File: src/rtl/pe_pkg.sv
`default_nettype none
// ============================================================================
// pe_pkg : shared state encoding, default widths and entry layout for the
//          parallel_pe result collector slice.
// Revision: 1.0
// ============================================================================
package pe_pkg;

  localparam int DATA_W_DEF = 32;
  localparam int TAG_W_DEF  = 8;
  localparam int CNT_W      = 8;

  typedef enum logic [1:0] {
    IDLE    = 2'd0,
    COLLECT = 2'd1,
    DRAIN   = 2'd2,
    DONE    = 2'd3
  } pe_state_e;

  typedef struct packed {
    logic [TAG_W_DEF-1:0]  tag;
    logic [DATA_W_DEF-1:0] data;
  } pe_entry_t;

endpackage
`default_nettype wire

File: src/rtl/pe_result_fifo.sv
`default_nettype none
// ============================================================================
// pe_result_fifo : synchronous FIFO with flush, level and full/empty flags.
// Revision: 1.0
// ============================================================================
module pe_result_fifo #(
  parameter int DEPTH = 4,
  parameter int WIDTH = 40
) (
  input  logic                     clk,
  input  logic                     rst_n,
  input  logic                     flush,
  input  logic                     push,
  input  logic                     pop,
  input  logic [WIDTH-1:0]         wdata,
  output logic [WIDTH-1:0]         rdata,
  output logic                     full,
  output logic                     empty,
  output logic [$clog2(DEPTH):0]   level
);

  localparam int AW = $clog2(DEPTH);
  localparam logic [AW:0] C_PTR_ONE = (AW+1)'(1);

  logic [WIDTH-1:0] r_mem [DEPTH];
  logic [AW:0]      r_wr_ptr;
  logic [AW:0]      r_rd_ptr;
  logic             w_push;
  logic             w_pop;
  logic             w_wr_en;
  logic [AW-1:0]    w_wr_idx;

  assign empty = (r_wr_ptr == r_rd_ptr);
  assign full  = (r_wr_ptr[AW] != r_rd_ptr[AW]) &&
                 (r_wr_ptr[AW-1:0] == r_rd_ptr[AW-1:0]);
  assign level = r_wr_ptr - r_rd_ptr;

  // A full FIFO still takes a push when the head leaves in the same cycle.
  assign w_pop    = pop && !empty;
  assign w_push   = push && (!full || w_pop);
  assign w_wr_en  = flush ? push : w_push;
  assign w_wr_idx = flush ? '0 : r_wr_ptr[AW-1:0];
  assign rdata    = empty ? '0 : r_mem[r_rd_ptr[AW-1:0]];

  always_ff @(posedge clk or negedge rst_n) begin
    if (!rst_n) begin
      r_wr_ptr <= '0;
      r_rd_ptr <= '0;
    end else if (flush) begin
      // Flush and a same-cycle push leave exactly one entry at slot 0.
      r_wr_ptr <= push ? C_PTR_ONE : '0;
      r_rd_ptr <= '0;
    end else begin
      if (w_push) r_wr_ptr <= r_wr_ptr + C_PTR_ONE;
      if (w_pop)  r_rd_ptr <= r_rd_ptr + C_PTR_ONE;
    end
  end

  always_ff @(posedge clk) begin
    if (w_wr_en) r_mem[w_wr_idx] <= wdata;
  end

endmodule
`default_nettype wire

File: src/rtl/pe_result_collector.sv
`default_nettype none
// ============================================================================
// pe_result_collector : captures tagged parallel_pe results, buffers and
//          drains them, flags run completion. Optional result checking is
//          enabled by defining PE_RESULT_CHECK_EN.
// Revision: 1.0
// ============================================================================
module pe_result_collector
  import pe_pkg::*;
#(
  parameter int DATA_W   = DATA_W_DEF,
  parameter int DEPTH    = 4,
  parameter int NUM_INST = 4,
  parameter int TAG_W    = TAG_W_DEF
) (
  input  logic                     clk,
  input  logic                     rst_n,
  input  logic                     start,
  input  logic [DATA_W-1:0]        pe_result,
  input  logic                     pe_vld_o,
`ifdef PE_RESULT_CHECK_EN
  input  logic [DATA_W-1:0]        exp_result,
  output logic [TAG_W-1:0]         err_cnt,
  output logic                     err,
`endif
  output logic                     out_valid,
  input  logic                     out_ready,
  output logic [DATA_W-1:0]        out_data,
  output logic [TAG_W-1:0]         out_tag,
  output logic [$clog2(DEPTH):0]   fifo_level,
  output logic                     done,
  output logic                     overflow
);

  localparam int LW = $clog2(DEPTH) + 1;
  localparam logic [CNT_W-1:0] C_NUM_INST = CNT_W'(NUM_INST);
  localparam logic [LW-1:0]    C_LVL_ONE  = LW'(1);

  pe_state_e                r_state;
  pe_state_e                w_state_nxt;
  logic [CNT_W-1:0]         r_cap_cnt;
  logic [CNT_W-1:0]         w_cnt_base;
  logic [CNT_W-1:0]         w_cnt_nxt;
  logic                     r_overflow;
  logic                     w_full;
  logic                     w_empty;
  logic                     w_pop;
  logic                     w_capture;
  logic                     w_accept;
  logic                     w_drop;
  logic [TAG_W+DATA_W-1:0]  w_wdata;
  logic [TAG_W+DATA_W-1:0]  w_rdata;

  // start restarts the tag sequence so a coincident strobe becomes tag 0.
  assign w_pop      = out_valid && out_ready;
  assign w_capture  = pe_vld_o && (start || r_state == COLLECT);
  assign w_accept   = w_capture && (start || !w_full || w_pop);
  assign w_drop     = w_capture && !w_accept;
  assign w_cnt_base = start ? '0 : r_cap_cnt;
  assign w_cnt_nxt  = w_cnt_base + CNT_W'(w_capture);
  assign w_wdata    = {TAG_W'(w_cnt_base), pe_result};

  pe_result_fifo #(
    .DEPTH (DEPTH),
    .WIDTH (TAG_W + DATA_W)
  ) u_fifo (
    .clk   (clk),
    .rst_n (rst_n),
    .flush (start),
    .push  (w_capture),
    .pop   (w_pop),
    .wdata (w_wdata),
    .rdata (w_rdata),
    .full  (w_full),
    .empty (w_empty),
    .level (fifo_level)
  );

  assign out_valid           = !w_empty;
  assign {out_tag, out_data} = w_rdata;
  assign done                = (r_state == DONE);
  assign overflow            = r_overflow;

  always_comb begin
    w_state_nxt = r_state;
    if (start) begin
      w_state_nxt = (w_cnt_nxt == C_NUM_INST) ? DRAIN : COLLECT;
    end else begin
      case (r_state)
        COLLECT: if (w_cnt_nxt == C_NUM_INST) w_state_nxt = DRAIN;
        DRAIN:   if (w_empty || (w_pop && fifo_level == C_LVL_ONE)) w_state_nxt = DONE;
        default: w_state_nxt = r_state;
      endcase
    end
  end

  always_ff @(posedge clk or negedge rst_n) begin
    if (!rst_n) begin
      r_state    <= IDLE;
      r_cap_cnt  <= '0;
      r_overflow <= 1'b0;
    end else begin
      r_state   <= w_state_nxt;
      r_cap_cnt <= w_cnt_nxt;
      if (start)
        r_overflow <= 1'b0;
      else if (w_drop || (pe_vld_o && (r_state == DRAIN || r_state == DONE)))
        r_overflow <= 1'b1;
    end
  end

`ifdef PE_RESULT_CHECK_EN
  logic [TAG_W-1:0] r_err_cnt;
  logic             r_err;
  logic             w_mis;

  // Only results that actually enter the FIFO are compared.
  assign w_mis   = w_accept && (pe_result != exp_result);
  assign err_cnt = r_err_cnt;
  assign err     = r_err;

  always_ff @(posedge clk or negedge rst_n) begin
    if (!rst_n) begin
      r_err_cnt <= '0;
      r_err     <= 1'b0;
    end else if (start) begin
      r_err_cnt <= TAG_W'(w_mis);
      r_err     <= w_mis;
    end else if (w_mis) begin
      r_err <= 1'b1;
      if (r_err_cnt != '1) r_err_cnt <= r_err_cnt + TAG_W'(1);
    end
  end
`endif

endmodule
`default_nettype wire

File: config.mk
export PLATFORM = sky130hd
export DESIGN_NAME = pe_result_collector
export DESIGN_NICKNAME = d
export VERILOG_FILES = /design/src/rtl/pe_pkg.sv /design/src/rtl/pe_result_fifo.sv /design/src/rtl/pe_result_collector.sv
export SDC_FILE = /design/constraint.sdc
export NUM_CORES = 1
export LEC_CHECK = 0
export ABC_AREA = 1
export CORE_MARGIN = 2
export CORE_UTILIZATION = 35
export CTS_CLUSTER_SIZE = 28
export DETAILED_ROUTE_END_ITERATION = 12
export SETUP_SLACK_MARGIN = 0.5
export SLEW_MARGIN = 20
export SYNTH_ARGS = -nofsm -noshare
export SYNTH_HDL_FRONTEND = slang
export SYNTH_SLANG_ARGS = --single-unit
File: constraint.sdc
create_clock -name clk -period 5.7 [get_ports clk]
set_input_delay 1.14 -clock clk [delete_from_list [all_inputs] [get_ports clk]]
set_output_delay 1.14 -clock clk [all_outputs]
set_load 0.005 [all_outputs]
==> summary by stage <==
Clock tree
Counting every sink on the clock net gives 177. The total CTS buffers is 17. The later pin in the worst-skew pair is clocked with a latency of 0.43 ns. After clock tree synthesis, the setup repair step added 0 buffers.

Once the clock tree was built, the resizer swapped 0 gates to a different size. The H-tree generated during clock tree synthesis spans 4 levels. The cell sitting at the root of the clock tree is a clkbuf_16.

The clock tree from TritonCTS is yes. The maximum number of buffers from clock root to sink is 2. Clock-pin slew was measured on the worst setup and hold paths at 0.06 ns. The number of buffers inserted for hold repair after clock tree synthesis is 0.

Timing
The final number of hold-violating endpoints came to 0. The worst relative slew slack is 41.5%. After routing, the total negative slack on setup checks comes to 0 ns. The final cycle utilization of the critical path is 74.0%.

The hold slack is 0.536 ns. Setup violations remaining at the end of the flow were counted as 0. Setup repair after global routing left no endpoint under its margin. The clock period minus worst slack is 4.22 ns. For the pin with the worst max-slew slack, the measured transition is 0.876 ns. The count of final max-slew check failures is 0.

For the final database, setup skew stands at 0.0138 ns. Static timing analysis puts the maximum clock frequency at 237 MHz.

Synthesis
The flip-flop and latch count after synthesis is 177. The post-synth net total is 674. The synthesized area per cell is 11.6 um^2.

By area the synthesized netlist is led by edfxtp_1 (66%), nor2_1 (8.9%), dfrtp_1 (5.8%). The most common cell in the netlist is nor2_1. The count of mapped cells out of synthesis is 630. Counting distinct cell types in the post-synthesis netlist gives 33. In the synthesized netlist, the cells that appear most often are nor2_1 (174), edfxtp_1 (160), o21ai_0 (83), a21oi_1 (46), nand2_1 (36). Counting flops with an async set or reset pin after synthesis yields a share of 9.60%.

The synthesis warning total is 0. The cell type with the highest aggregate area in the netlist is edfxtp_1. The mapped cell area is 7310 um^2. The synthesized design devotes to its leading area cell type 65.7% of total area. Sequential cells were found to cover 71.5% of the synthesized design area. The number of enable-type register cells in the synthesized netlist is 160. Among all flip-flop cells after synthesis, the most frequent one is edfxtp_1.

Cells and area
The filler cells instantiated in the layout total 1863. For this run, the post-layout net count is 751. Relative to the synthesized area, the layout overhead comes to 22.6%. Cells with a size suffix above 1 make up 8.62% of the layout. The finished cells cover 8960 um^2. Summing all flip-flop and latch instances after layout gives 5230 um^2.

Summing all multi-input logic gate instances after layout gives 1860 um^2. The total inserted antenna cells is 0.

Setup path
The signal on the critical path passes through ha_1 > nand2_1 > nor2_4 > buf_4 > a21oi_1 > clkdlybuf4s50_1. The worst setup path is of the flip-flop to primary output kind. STA puts the critical path data arrival time at 3.08 ns. The kind of end point of the critical path is a primary output. The kind of cell with the highest combined delay on the critical path is buffers and inverters. The number of buffer and inverter instances along the worst setup path is 2. The worst-path maximum fanout is 31. Among all stages on the critical path, the largest delay is contributed by dfrtp_2. The critical path launch point type is a flip-flop. On the worst path, the slowest cell contributes a delay of 0.62 ns. Data on the critical path is required at its endpoint by 4.56 ns.

Power
The switching share of total power is 32.3%. In this run, the clock network consumes 24.7% of the power. The static leakage is 3.16 nW. Of the total power, combinational logic draws 36.6%. The power per cell area is 456 nW/um^2.

After layout, the design draws a total of 4.08 mW. The net switching power of the design is 1.32 mW. The internal portion of total power is 2.76 mW.

The sequential fraction of design power is 38.7%. The maximum ir drop on the vdd rail is 243 uV.

Drt
In this run the remaining antenna-violating nets after routing total 0. The routed via count is 4800. Wires add up to 16.0 mm. In the final routed layout, each cell accounts on average for 16.1 um. The post-detailed-route via-to-cell ratio is 4.85. The violation count after the first detailed-routing iteration is 388. In the routed design, unresolved DRC markers number 0. The number of detailed-routing iterations run before antenna repair is 5.

Global routing
Global routing consumed, over all layers together, 15.2% of the routing resources. The number of global-route vias before repair is 4782. For this run the aggregate overflow at the end of global routing stands at 0. Entering global routing, the biggest net connects 83 pins.

The number of antenna violations at the first check in global routing was 0. The first global-routing pass estimated 25.2 mm of wire.

Die
The initial core utilization is 35.9%. The initialized floorplan defines 52 standard-cell rows. The die span in y is 149 um. The die covers 22100 um^2. The placeable core region is 20400 um^2.

The die is 149 um wide. The number of primary I/O pins is 83.

Placed design
After detailed placement, the total cell area comes to 8460 um^2. After legalization and detailed placement, the total HPWL measured 9.72 mm. The count of buffers added on input and output ports is 82. The congestion estimate from routability-driven global placement came to 0.856.

Job
The tool flagged a number of max-cap violations equal to 0.

Run status
The flow ran to the end, and the final reports show no timing, DRC or antenna violations.

Min path
The kind of path behind the tightest hold check is flip-flop to flip-flop.
==> state kept, by name (all words and copies together), names as in the netlist <==
register and cells:
u_fifo.r_wr_ptr 3, overflow 1, u_fifo.r_mem 160, r_cap_cnt 8
r_state 2, u_fifo.r_rd_ptr 3
==> power groups by stage <==
| stage | combinational [mW] | sequential, mW | clock [mW] |
|---|---|---|---|
| global placement | 1.51 | 1.60 | 0 |
| finish | 1.50 | 1.58 | 1.01 |
| detailed placement | 1.51 | 1.61 | 0 |
| global route | 1.66 | 1.59 | 1.09 |
| floorplan | 0.731 | 1.58 | 0 |
| CTS | 1.53 | 1.58 | 1.03 |
==> tightest hold or removal path: cells and delay by family, from the launching register on <==
family / cells / cell delay, ns
DFF: 1 / 0.38
and+or+nand+nor: 2 / 0.12
==> layout make-up <==
| class | instances | area share (%) |
|---|---|---|
| Timing Repair Buffer | 90 | 9.97 |
| Clock inverter | 9 | 0.684 |
| Clock buffer | 22 | 4.96 |
| Inverter | 34 | 1.48 |
| Sequential cell | 177 | 58.4 |
| Tap cell | 270 | 3.77 |
| Multi-Input combinational cell | 387 | 20.8 |
==> layer usage <==
| layer | part of all wire, % | GRT usage, % | vias up |
|---|---|---|---|
| met2 | 48 | 24.7 | 151 |
| met4 | 1.2 | 5.81 | 0 |
| met3 | 6.9 | 3.40 | 12 |
| li1 | - | - | 2330 |
| met5 | 0 | 0 | - |
| met1 | 44 | 20.0 | 2307 |
==> through the flow <==
step	setup slack [ns]	std cells	util, %
after global placement	1.46	958	41.5
final	1.48	989	44.0
after detailed placement	1.38	958	41.5
after floorplan	0.590	630	-
after CTS	1.44	989	44.0
after global routing	1.28	989	44.0
==> cells in the final DEF (no fill, tap or decap), types with 4 or more instances in the layout <==
| cell | instances |
|---|---|
| nor2_1 | 172 |
| edfxtp_1 | 160 |
| o21ai_0 | 83 |
| clkdlybuf4s50_1 | 82 |
| a21oi_1 | 46 |
| nand2_1 | 36 |
| inv_1 | 29 |
| clkbuf_16 | 17 |
| dfrtp_1 | 15 |
| nand2_2 | 8 |
| nand3_1 | 8 |
| buf_4 | 7 |
| nor2_4 | 6 |
| ha_1 | 6 |
| clkbuf_1 | 5 |
| nand4_1 | 4 |
| nor2_2 | 4 |
==> logic make-up (layout without fill, tap and decap cells) <==
kind of cell,count (synthesis),after routing,synth area share (%)
flops,177,177,71.5
fa+ha+maj,7,7,1.30
buf+inv,66,155,3.66
simple gates,243,243,13.7
xor+xnor,1,1,0.120
compound gates,136,136,9.65
==> worst paths after layout <==
kind                               startpoint             endpoint  slack (ns)  cells after the start
setup / recovery           u_fifo.r_rd_ptr[0]         out_data[11]        1.48                      6
hold / removal                     r_state[0]           r_state[0]        0.54                      2
setup reg to reg           u_fifo.r_rd_ptr[0]  u_fifo.r_mem[3][38]        2.59                      7
hold reg to reg                    r_state[0]           r_state[0]        0.54                      2
max in group asynchronous               rst_n   u_fifo.r_rd_ptr[0]        3.97                      1
min in group asynchronous               rst_n         r_cap_cnt[5]        1.18                      1
Power figures use the tool's default switching activity.
